### config.mk
export PLATFORM = sky130hd
export DESIGN_NAME = uart_duty_rx_flat
export DESIGN_NICKNAME = d
export VERILOG_FILES = /design/src/rtl/uart_duty_pkg.sv /design/src/rtl/uart_duty_rx_if.sv /design/src/rtl/uart_rx_byte.sv /design/src/rtl/uart_duty_rx.sv /design/src/flat_wrapper.sv
export SDC_FILE = /design/constraint.sdc
export NUM_CORES = 1
export LEC_CHECK = 0
export ABC_AREA = 1
export CORE_ASPECT_RATIO = 2
export CORE_MARGIN = 2
export CORE_UTILIZATION = 35
export DETAILED_ROUTE_END_ITERATION = 10
export PLACE_DENSITY = 0.57
export SLEW_MARGIN = 10
export SYNTH_ARGS = -nofsm -noshare
export SYNTH_HDL_FRONTEND = slang
export SYNTH_SLANG_ARGS = --single-unit
### constraint.sdc
create_clock -name clk -period 4.65 [get_ports clk]
set_input_delay 0.93 -clock clk [delete_from_list [all_inputs] [get_ports clk]]
set_output_delay 0.93 -clock clk [all_outputs]
set_load 0.02 [all_outputs]
### src/rtl/uart_duty_pkg.sv
// Shared types, constants and helpers for the UART duty-word receive path.
package uart_duty_pkg;

   // Command parser states.
   typedef enum logic [1:0] {
      P_SYNC,
      P_CHAN,
      P_DATA,
      P_CSUM
   } parser_state_t;

   // Serial byte receiver states.
   typedef enum logic [2:0] {
      RX_IDLE,
      RX_START,
      RX_DATA,
      RX_STOP,
      RX_WAIT_HIGH
   } rx_state_t;

   localparam logic [7:0] SYNC_BYTE = 8'h53;
   localparam logic [7:0] CH_MAX    = 8'd1;

   // Clocks per bit, rounded to the nearest integer.
   function automatic int calc_div(input int clk_hz, input int baud);
      return (clk_hz + baud / 2) / baud;
   endfunction

endpackage

### src/rtl/uart_duty_rx_if.sv
// Serial input and duty-register outputs of the duty receiver, bundled.
// master: the receiver (reads the line, drives the duty words).
// slave:  the consumer (drives the line, reads the duty words).
interface uart_duty_rx_if #(
   parameter int DUTY_W = 24
);
   logic              uart_rx;
   logic [DUTY_W-1:0] duty0;
   logic [DUTY_W-1:0] duty1;
   logic              upd;
   logic              upd_ch;
   logic [7:0]        err_cnt;

   modport master (
      input  uart_rx,
      output duty0,
      output duty1,
      output upd,
      output upd_ch,
      output err_cnt
   );

   modport slave (
      output uart_rx,
      input  duty0,
      input  duty1,
      input  upd,
      input  upd_ch,
      input  err_cnt
   );
endinterface

### src/rtl/uart_rx_byte.sv
// 8N1 byte receiver: input synchronizer, baud counter and bit FSM.
// Emits a one-cycle byte_valid (stop bit high) or frame_err (stop bit low)
// at the centre of the stop bit.
module uart_rx_byte
   import uart_duty_pkg::*;
#(
   parameter int DIV = 16
) (
   input  logic       clk,
   input  logic       rst,
   input  logic       uart_rx,
   output logic       byte_valid,
   output logic [7:0] byte_data,
   output logic       frame_err
);

   localparam int               HALF      = DIV / 2;
   localparam int               CNT_W     = $clog2(DIV);
   localparam logic [CNT_W-1:0] HALF_LAST = CNT_W'(HALF - 1);
   localparam logic [CNT_W-1:0] BIT_LAST  = CNT_W'(DIV - 1);

   logic             rx_meta;
   logic             rx_sync;
   rx_state_t        state;
   logic [CNT_W-1:0] cnt;
   logic [2:0]       bit_idx;
   logic [7:0]       shift;

   // Two-flop synchronizer; resets to the idle (high) line level.
   always_ff @(posedge clk) begin
      // NOTE: non-blocking so rx_sync takes the old rx_meta, giving two real stages.
      if (rst) begin
         rx_meta <= 1'b1;
         rx_sync <= 1'b1;
      end else begin
         rx_meta <= uart_rx;
         rx_sync <= rx_meta;
      end
   end

   // Bit FSM: centre-samples start, 8 data bits LSB-first, then the stop bit.
   always_ff @(posedge clk) begin
      if (rst) begin
         state      <= RX_IDLE;
         cnt        <= '0;
         bit_idx    <= '0;
         shift      <= '0;
         byte_valid <= 1'b0;
         byte_data  <= '0;
         frame_err  <= 1'b0;
      end else begin
         byte_valid <= 1'b0;
         frame_err  <= 1'b0;
         case (state)
            RX_IDLE: begin
               if (!rx_sync) begin
                  state <= RX_START;
                  cnt   <= '0;
               end
            end
            RX_START: begin
               if (cnt == HALF_LAST) begin
                  cnt <= '0;
                  // A line already back high at mid-start is a glitch.
                  if (rx_sync) begin
                     state <= RX_IDLE;
                  end else begin
                     state   <= RX_DATA;
                     bit_idx <= '0;
                  end
               end else begin
                  cnt <= cnt + 1'b1;
               end
            end
            RX_DATA: begin
               if (cnt == BIT_LAST) begin
                  cnt   <= '0;
                  shift <= {rx_sync, shift[7:1]};
                  if (bit_idx == 3'd7) begin
                     state <= RX_STOP;
                  end else begin
                     bit_idx <= bit_idx + 3'd1;
                  end
               end else begin
                  cnt <= cnt + 1'b1;
               end
            end
            RX_STOP: begin
               if (cnt == BIT_LAST) begin
                  cnt <= '0;
                  // Re-arm in the stop sample cycle so back-to-back bytes work.
                  if (rx_sync) begin
                     byte_valid <= 1'b1;
                     byte_data  <= shift;
                     state      <= RX_IDLE;
                  end else begin
                     frame_err <= 1'b1;
                     state     <= RX_WAIT_HIGH;
                  end
               end else begin
                  cnt <= cnt + 1'b1;
               end
            end
            RX_WAIT_HIGH: begin
               if (rx_sync) begin
                  state <= RX_IDLE;
               end
            end
            default: state <= RX_IDLE;
         endcase
      end
   end

endmodule

### src/rtl/uart_duty_rx.sv
// UART command receiver that sets the two PWM duty words.
// Frame: 0x53, channel (0/1), NB data bytes MSB-first, XOR checksum of
// channel and data bytes. Rejected frames/bytes bump a saturating counter.
module uart_duty_rx
   import uart_duty_pkg::*;
#(
   parameter int                CLK_HZ      = 96_000_000,
   parameter int                BAUD        = 115200,
   parameter int                DUTY_W      = 24,
   parameter logic [DUTY_W-1:0] DUTY0_RST   = '0,
   parameter logic [DUTY_W-1:0] DUTY1_RST   = '0,
   parameter int                TIMEOUT_CYC = 20 * calc_div(CLK_HZ, BAUD)
) (
   input logic            clk,
   input logic            rst,
   uart_duty_rx_if.master bus
);

   localparam int               DIV     = calc_div(CLK_HZ, BAUD);
   localparam int               NB      = DUTY_W / 8;
   localparam int               BC_W    = $clog2(NB + 1);
   localparam logic [BC_W-1:0]  NB_LAST = BC_W'(NB - 1);
   localparam int               GAP_W   = $clog2(TIMEOUT_CYC + 1);
   localparam logic [GAP_W-1:0] GAP_MAX = GAP_W'(TIMEOUT_CYC);

   if (DIV < 4) begin : g_bad_div
      $error("uart_duty_rx: clocks per bit must be at least 4");
   end
   if ((DUTY_W % 8) != 0 || DUTY_W < 8) begin : g_bad_width
      $error("uart_duty_rx: DUTY_W must be a non-zero multiple of 8");
   end

   logic              byte_valid;
   logic [7:0]        byte_data;
   logic              frame_err;

   parser_state_t     pstate;
   logic              ch;
   logic [DUTY_W-1:0] shadow;
   logic [7:0]        csum;
   logic [BC_W-1:0]   byte_cnt;
   logic [GAP_W-1:0]  gap_cnt;
   logic [DUTY_W-1:0] duty0_q;
   logic [DUTY_W-1:0] duty1_q;
   logic              upd_q;
   logic              upd_ch_q;
   logic [7:0]        err_q;

   logic              timeout;
   logic              err_evt;

   uart_rx_byte #(
      .DIV (DIV)
   ) u_rx (
      .clk        (clk),
      .rst        (rst),
      .uart_rx    (bus.uart_rx),
      .byte_valid (byte_valid),
      .byte_data  (byte_data),
      .frame_err  (frame_err)
   );

   // Classify the current cycle: any error returns the parser to P_SYNC.
   always_comb begin
      // NOTE: every output gets a default before the case, so no latch is inferred.
      timeout = (pstate != P_SYNC) && (gap_cnt == GAP_MAX) && !byte_valid;
      err_evt = frame_err | timeout;
      if (byte_valid) begin
         case (pstate)
            P_CHAN:  if (byte_data > CH_MAX) err_evt = 1'b1;
            P_CSUM:  if (byte_data != csum)  err_evt = 1'b1;
            default: ;
         endcase
      end
   end

   // Parser FSM, inter-byte gap counter, duty registers and error counter.
   always_ff @(posedge clk) begin
      if (rst) begin
         pstate   <= P_SYNC;
         ch       <= 1'b0;
         shadow   <= '0;
         csum     <= '0;
         byte_cnt <= '0;
         gap_cnt  <= '0;
         duty0_q  <= DUTY0_RST;
         duty1_q  <= DUTY1_RST;
         upd_q    <= 1'b0;
         upd_ch_q <= 1'b0;
         err_q    <= '0;
      end else begin
         upd_q <= 1'b0;

         // Gap only matters inside a frame; it restarts on every good byte.
         if (byte_valid || pstate == P_SYNC) begin
            gap_cnt <= '0;
         end else if (gap_cnt != GAP_MAX) begin
            gap_cnt <= gap_cnt + 1'b1;
         end

         if (err_evt) begin
            pstate <= P_SYNC;
            if (err_q != 8'hFF) begin
               err_q <= err_q + 8'd1;
            end
         end else if (byte_valid) begin
            case (pstate)
               P_SYNC: begin
                  if (byte_data == SYNC_BYTE) begin
                     pstate <= P_CHAN;
                  end
               end
               P_CHAN: begin
                  ch       <= byte_data[0];
                  csum     <= byte_data;
                  byte_cnt <= '0;
                  pstate   <= P_DATA;
               end
               P_DATA: begin
                  shadow <= DUTY_W'({shadow, byte_data});
                  csum   <= csum ^ byte_data;
                  if (byte_cnt == NB_LAST) begin
                     pstate <= P_CSUM;
                  end else begin
                     byte_cnt <= byte_cnt + 1'b1;
                  end
               end
               P_CSUM: begin
                  // Checksum matched (mismatch was taken as an error above).
                  if (ch) begin
                     duty1_q <= shadow;
                  end else begin
                     duty0_q <= shadow;
                  end
                  upd_q    <= 1'b1;
                  upd_ch_q <= ch;
                  pstate   <= P_SYNC;
               end
               default: pstate <= P_SYNC;
            endcase
         end
      end
   end

   assign bus.duty0   = duty0_q;
   assign bus.duty1   = duty1_q;
   assign bus.upd     = upd_q;
   assign bus.upd_ch  = upd_ch_q;
   assign bus.err_cnt = err_q;

endmodule

### src/flat_wrapper.sv
// flat-port wrapper written by rule: the top's interface ports become plain ports
module uart_duty_rx_flat import uart_duty_pkg::*;
#(
   parameter int                CLK_HZ      = 96_000_000,
   parameter int                BAUD        = 115200,
   parameter int                DUTY_W      = 24,
   parameter logic [DUTY_W-1:0] DUTY0_RST   = '0,
   parameter logic [DUTY_W-1:0] DUTY1_RST   = '0,
   parameter int                TIMEOUT_CYC = 20 * calc_div(CLK_HZ, BAUD)
)
  (clk, rst, bus_uart_rx, bus_duty0, bus_duty1, bus_upd, bus_upd_ch, bus_err_cnt);
  uart_duty_rx_if #(.DUTY_W(DUTY_W)) bus_i ();
  input logic clk;
  input logic rst;
  input wire logic [$bits(bus_i.uart_rx)-1:0] bus_uart_rx;
  output wire logic [$bits(bus_i.duty0)-1:0] bus_duty0;
  output wire logic [$bits(bus_i.duty1)-1:0] bus_duty1;
  output wire logic [$bits(bus_i.upd)-1:0] bus_upd;
  output wire logic [$bits(bus_i.upd_ch)-1:0] bus_upd_ch;
  output wire logic [$bits(bus_i.err_cnt)-1:0] bus_err_cnt;
  assign bus_i.uart_rx = bus_uart_rx;
  assign bus_duty0 = bus_i.duty0;
  assign bus_duty1 = bus_i.duty1;
  assign bus_upd = bus_i.upd;
  assign bus_upd_ch = bus_i.upd_ch;
  assign bus_err_cnt = bus_i.err_cnt;
  uart_duty_rx #(.CLK_HZ(CLK_HZ), .BAUD(BAUD), .DUTY_W(DUTY_W), .DUTY0_RST(DUTY0_RST), .DUTY1_RST(DUTY1_RST), .TIMEOUT_CYC(TIMEOUT_CYC)) u_core (.clk(clk), .rst(rst), .bus(bus_i));
endmodule
## After elaboration in Yosys (flattened, before gate mapping)

Cells that the tools add are included.

| operators by class | value |
|---|---|
| add/sub/neg operators | 5 |
| order comparisons | 1 |
| eq/ne operators | 27 |
| mux-type cells | 31 |
| bitwise gates (word level) | 7 |
| reduce and logical (&&, ||, !) cells | 29 |

Operator list:

| kind | number |
|---|---|
| two-way mux 3 bit | 11 |
| two-way mux 10 bit | 3 |
| one-hot mux 10 bit (3 select lines) | 1 |
| inequality test 2 bit (second input constant) | 10 |
| AND reduction 3 bit | 6 |
| one-hot mux 8 bit (2 select lines) | 1 |
| adder 15 x 1 -> 15 bit (second input constant) | 1 |
| equality test 15 bit (second input constant) | 1 |
| inequality test 15 bit (second input constant) | 1 |
| one-hot mux 3 bit (5 select lines) | 1 |
| AND reduction 4 bit | 3 |
| adder 10 x 1 -> 10 bit (second input constant) | 1 |
| equality test 10 bit (second input constant) | 1 |
| equality test 10 x 9 -> 1 bit (second input constant) | 1 |
| adder 8 x 1 -> 8 bit (second input constant) | 1 |
| equality test 8 x 7 -> 1 bit (second input constant) | 1 |
| greater-than comparator 8 x 1 -> 1 bit (second input constant) | 1 |
| two-way mux 2 bit | 4 |
| inequality test 8 bit | 1 |
| inequality test 8 bit (second input constant) | 1 |
| one-hot mux 2 bit (4 select lines) | 1 |
| bitwise XOR 8 bit | 1 |
| equality test 2 bit (second input constant) | 3 |
| equality test 3 x 2 -> 1 bit (second input constant) | 2 |
| other kinds (24) | 42 |

| word-level totals | value |
|---|---|
| register bits after elaboration | 146 |
| output and inout port bits | 58 |
| logic and storage cells | 120 |

## Logic depth before layout (Yosys ltp)

| depth | value |
|---|---|
| depth in word-level cells | 9 |
| gate-level depth with buffers | 14 |
| gate-level depth less buffers | 14 |

## Cells and area by module

Synthesis repeated with hierarchy kept, for this count alone.

| second synthesis, totals | value |
|---|---|
| cell total of the unflattened synthesis | 955 |
| area, all modules | 6646.4 um^2 |

Modules (own cells, without submodules):

| module | times used | cells an instance | area an instance (um^2) | seq. area each (um^2) |
|---|---|---|---|---|
| uart_duty_rx | 1 | 694 | 4880.9 | 2202.1 |
| uart_rx_byte | 1 | 261 | 1765.4 | 720.7 |

## Worst setup path before layout

OpenSTA, ideal clock, no wires.

| timing path | value |
|---|---|
| kind | input port to flip-flop |
| start | in rst |
| end | reg u_core.duty0_q[23] (netlist: u_core.bus.duty0[23]) |
| setup time | 0.064 ns |
| arrival | 1.873 ns |
| data required time | 4.586 ns |
| path slack | 2.713 ns |
| cell stages on the path | 6 |
| path buffers | 3 |
| cell sequence | clkbuf_1 > inv_2 > clkbuf_1 > clkbuf_1 > nand2_1 > nor2_1 |

RTL lines:

| element | RTL line | source |
|---|---|---|
| start: declaration | flat_wrapper.sv:14 | `input logic rst;` |
| end signal: assignment | uart_duty_rx.sv:133 | `duty0_q <= shadow;` |
| end: declaration | uart_duty_rx.sv:43 | `logic [DUTY_W-1:0] duty0_q;` |

## Worst setup path after layout

| timing path | value |
|---|---|
| start | reg u_core.gap_cnt[0] |
| end | reg u_core.upd_ch_q (netlist: u_core.bus.upd_ch) |

| on the way | value |
|---|---|
| cells in the longest elaborated chain, start to end | 9 |
| elaborated cells on any way between the ends | 10 |
| those cells by class | eq/ne: 1; mux: 4; bitwise: 2; reduce/logical: 3 |

Ends and longest elaborated chain:

| element | RTL line | source |
|---|---|---|
| start: declaration | uart_duty_rx.sv:42 | `logic [GAP_W-1:0] gap_cnt;` |
| start signal: assignment | uart_duty_rx.sv:98 | `gap_cnt <= gap_cnt + 1'b1;` |
| equality test 15 bit (*) | uart_duty_rx.sv:66 | `timeout = (pstate != P_SYNC) && (gap_cnt == GAP_MAX) && !byte_valid;` |
| logical AND 1 bit (*) (2 in series) | uart_duty_rx.sv:66 |  |
| bitwise OR 1 bit (*) | uart_duty_rx.sv:67 | `err_evt = frame_err \| timeout;` |
| two-way mux 1 bit (on tied branches) | uart_duty_rx.sv:71, uart_duty_rx.sv:70 |  |
| one-hot mux 1 bit (2 select lines) | uart_duty_rx.sv:69 | `case (pstate)` |
| two-way mux 1 bit (*) | uart_duty_rx.sv:68 | `if (byte_valid) begin` |
| inverter 1 bit (no source line) (*) | -- |  |
| AND reduction 3 bit (no source line) (*) | -- |  |
| end signal: assignment | uart_duty_rx.sv:136 | `upd_ch_q <= ch;` |
| end: declaration | uart_duty_rx.sv:46 | `logic upd_ch_q;` |

Mark *: on every way between the ends. The rest lies on a longest branch, timed or not.
A chain may end at the register's enable or synchronous reset.

==> run summary <==
Status -> completed
Core Area -> 18700 um2
Root buffer cell -> clkbuf_16
Synth cell types -> 32
Layout cells sized above 1 -> 4.89%
WP data arrival -> 3050 ps
Ys flop type -> dfxtp_1
CP Max Fanout -> 38
Post-CTS Setup Bufs -> 0
CTS max path bufs -> 2
Fmax -> 364 MHz
Cells resized by post-CTS repair -> 0
HP Class -> flop to flop
Total global-route track usage -> 16.3%
Minimum clock period -> 2740 ps
Final WS setup -> 1910 ps
CP Launch Type -> flop
Power Total -> 2.95 mW
Global-route wire length before repair -> 26200 um
#FFs+latches synth -> 146
Placement Setup Slack -> 1760 ps
Port Buffers -> 60
Skew final -> 9.71 ps
Total number of vias -> 5799
TritonRoute pass-1 iters -> 4
Starting Density -> 35.5%
Slew at the pin with the worst max-slew slack -> 1120 ps
Yosys warning count -> 0
Initial antenna violation count -> 0
Final hold vios -> 0
Most frequent cells in the layout -> nand2_1, nor2_1, dfxtp_1, inv_1, clkdlybuf4s50_1
Nets -> 1065
PwrDens -> 365 nW/um2
GR Overflow Total -> 0
HPWL Detailed -> 10800 um
Vias/cell -> 4.40
Routed WL per cell -> 11.4 um
Pin count of the biggest net entering global routing -> 49
Final setup vio count -> 0
DIE WIDTH -> 102 um
Post-Syn Nets -> 1016
Cell Area, Synth -> 6660 um2
Syn_area_per_cell -> 6.65 um2
Hold_ws -> 409 ps
Post-synthesis cell count -> 1001
Total Wirelength -> 15000 um
Synthesis-to-layout area growth -> 21.2%
# fillers -> 1940
Worst-path cell chain -> inv_1 -> ha_1 -> nand2_1 -> inv_1 -> nand2_1 -> nor2_1 -> nand2_2 -> nor2_4 -> nor2_4 -> nand4_2 -> buf_4 -> nand2_1 -> a21oi_1
CTS buffer count -> 17
Sequential area share after synthesis -> 43.9%
Async SR Flop Fraction -> 0%
Die H -> 199 um
Critical path class -> flop to flop
Crit path top cell by count -> nand2_1
Post-Route Setup TNS -> 0 ps
Vias in the first global route -> 5629
Max_cap viols -> 0
N_diodes -> 0
Period utilisation layout -> 59.0%
Crit path max-delay family -> simple AND/OR/NAND/NOR gates
Count of flip-flops with a built-in enable after synthesis -> 0
# IOs -> 61
Multi-input logic area -> 3030 um2
Sequential Area -> 2920 um2
CTS tree -> built
H-tree levels -> 4
Remaining DRCs -> 0
DRT antenna net count -> 0
Post-synth top area share -> 43.9%
Leakage power -> 3.94 nW
RSZ-0062 raised after global routing -> false
Critical Path Sink Type -> flop
# clock sinks -> 146
Max rail drop VDD -> 0.207 mV
CP required -> 4960 ps
First-iteration detailed-routing DRC count -> 201
Post-synth top area cell -> dfxtp_1
Gp weighted congestion -> 0.870
Synth top area cells -> dfxtp_1, nand2_1, nor2_1, inv_1, o21ai_0
Worst-skew pair later-pin latency -> 420 ps
WP buf/inv -> 3
Clock-pin slew on the worst setup and hold paths -> 60 ps
Die area -> 20200 um2
Slowest Stage Delay on Critical Path -> 750 ps
Hold Buf Count CTS -> 0
Final Slew Violations -> 0
CP max-delay cell -> nand4_2
Most common cell after layout, fill and taps aside -> nand2_1
Max_slew headroom -> 25.0%
Rows -> 71
==> final cells by class <==
| type | count | share of cell area [%] |
|---|---|---|
| Multi-Input combinational cell | 680 | 37.5 |
| Sequential cell | 146 | 36.2 |
| Timing Repair Buffer | 65 | 7.90 |
| Inverter | 140 | 6.51 |
| Clock buffer | 20 | 5.66 |
| Tap cell | 255 | 3.95 |
| Clock inverter | 12 | 2.25 |
==> power by group <==
part	internal, mW	leakage [nW]	total (mW)	switching, mW
sequential	1.27	1.18	1.28	0.0144
combinational	0.0534	2.47	0.202	0.149
clock	0.927	0.298	1.47	0.540
total	2.25	3.94	2.95	0.704
==> registers in the layout (all words and copies together), names as in the netlist <==
| register | cells |
|---|---|
| u_core.bus.duty0 | 24 |
| u_core.bus.duty1 | 24 |
| u_core.bus.err_cnt | 8 |
| u_core.bus.upd | 1 |
| u_core.bus.upd_ch | 1 |
| u_core.byte_cnt | 2 |
| u_core.ch | 1 |
| u_core.csum | 8 |
| u_core.gap_cnt | 15 |
| u_core.pstate | 2 |
| u_core.shadow | 24 |
| u_core.u_rx.bit_idx | 3 |
| u_core.u_rx.byte_data | 8 |
| u_core.u_rx.byte_valid | 1 |
| u_core.u_rx.cnt | 10 |
| u_core.u_rx.frame_err | 1 |
| u_core.u_rx.rx_meta | 1 |
| u_core.u_rx.rx_sync | 1 |
| u_core.u_rx.shift | 8 |
| u_core.u_rx.state | 3 |
==> final timing paths <==
path / startpoint / endpoint / slack (ps) / cells past startpoint
setup / recovery: u_core.gap_cnt[0] / u_core.bus.upd_ch / 1910 / 13
setup reg to reg: u_core.gap_cnt[0] / u_core.bus.upd_ch / 1910 / 13
hold reg to reg: u_core.u_rx.rx_meta / u_core.u_rx.rx_sync / 410 / 1
hold / removal: u_core.u_rx.rx_meta / u_core.u_rx.rx_sync / 410 / 1
==> worst register-to-register path: cells and delay by family, from the launching register on <==
kind                     cells  cell delay (ps)
AND/OR/NAND/NOR              8             1410
AO/OA/AOI/OAI                1               50
adder cells (fa/ha/maj)      1              190
flip-flops                   1              400
buffers and inverters        3              580
==> stage by stage <==
stage | cell area, um2 | utilization [%] | cells
finish | 8070 | 43.1 | 1318
global route | 8070 | 43.1 | 1318
CTS | 8070 | 43.1 | 1318
detailed placement | 7430 | 39.7 | 1286
global placement | 7430 | 39.7 | 1286
floorplan | 6660 | - | 1001
==> Yosys cell counts, types with 4 or more instances <==
library cell / n
clkbuf_1: 17
ha_1: 12
nand4_1: 9
o21ai_0: 35
nor2_1: 238
buf_6: 4
dfxtp_1: 146
buf_4: 4
inv_1: 139
nand4_2: 4
xor2_1: 7
buf_2: 9
a211oi_1: 9
nand2_1: 271
nor3_1: 16
nand2_2: 4
nand3_1: 27
a21oi_1: 27
==> kinds of logic (layout without fill, tap and decap cells) <==
group	count (synthesis)	after routing	share of synthesized area [%]
AOI/OAI and AO/OA	78	78	6.48
buffers and inverters	175	237	10.7
adders and majority gates	12	12	2.25
DFF	146	146	43.9
and+or+nand+nor	580	580	35.3
xor gates and xnor gates	10	10	1.32
==> routing by layer <==
metal  track usage, %  share of wire, %  vias to the layer above  wire length [um]
met5                0                 0                        -                 0
met4             7.21               2.4                        0               357
met3             3.15               1.7                       23               260
met2             31.0                56                       71              8430
met1             16.8                40                     2569              5960
li1                 -                 -                     3136                 -
Power figures use the tool's default switching activity.
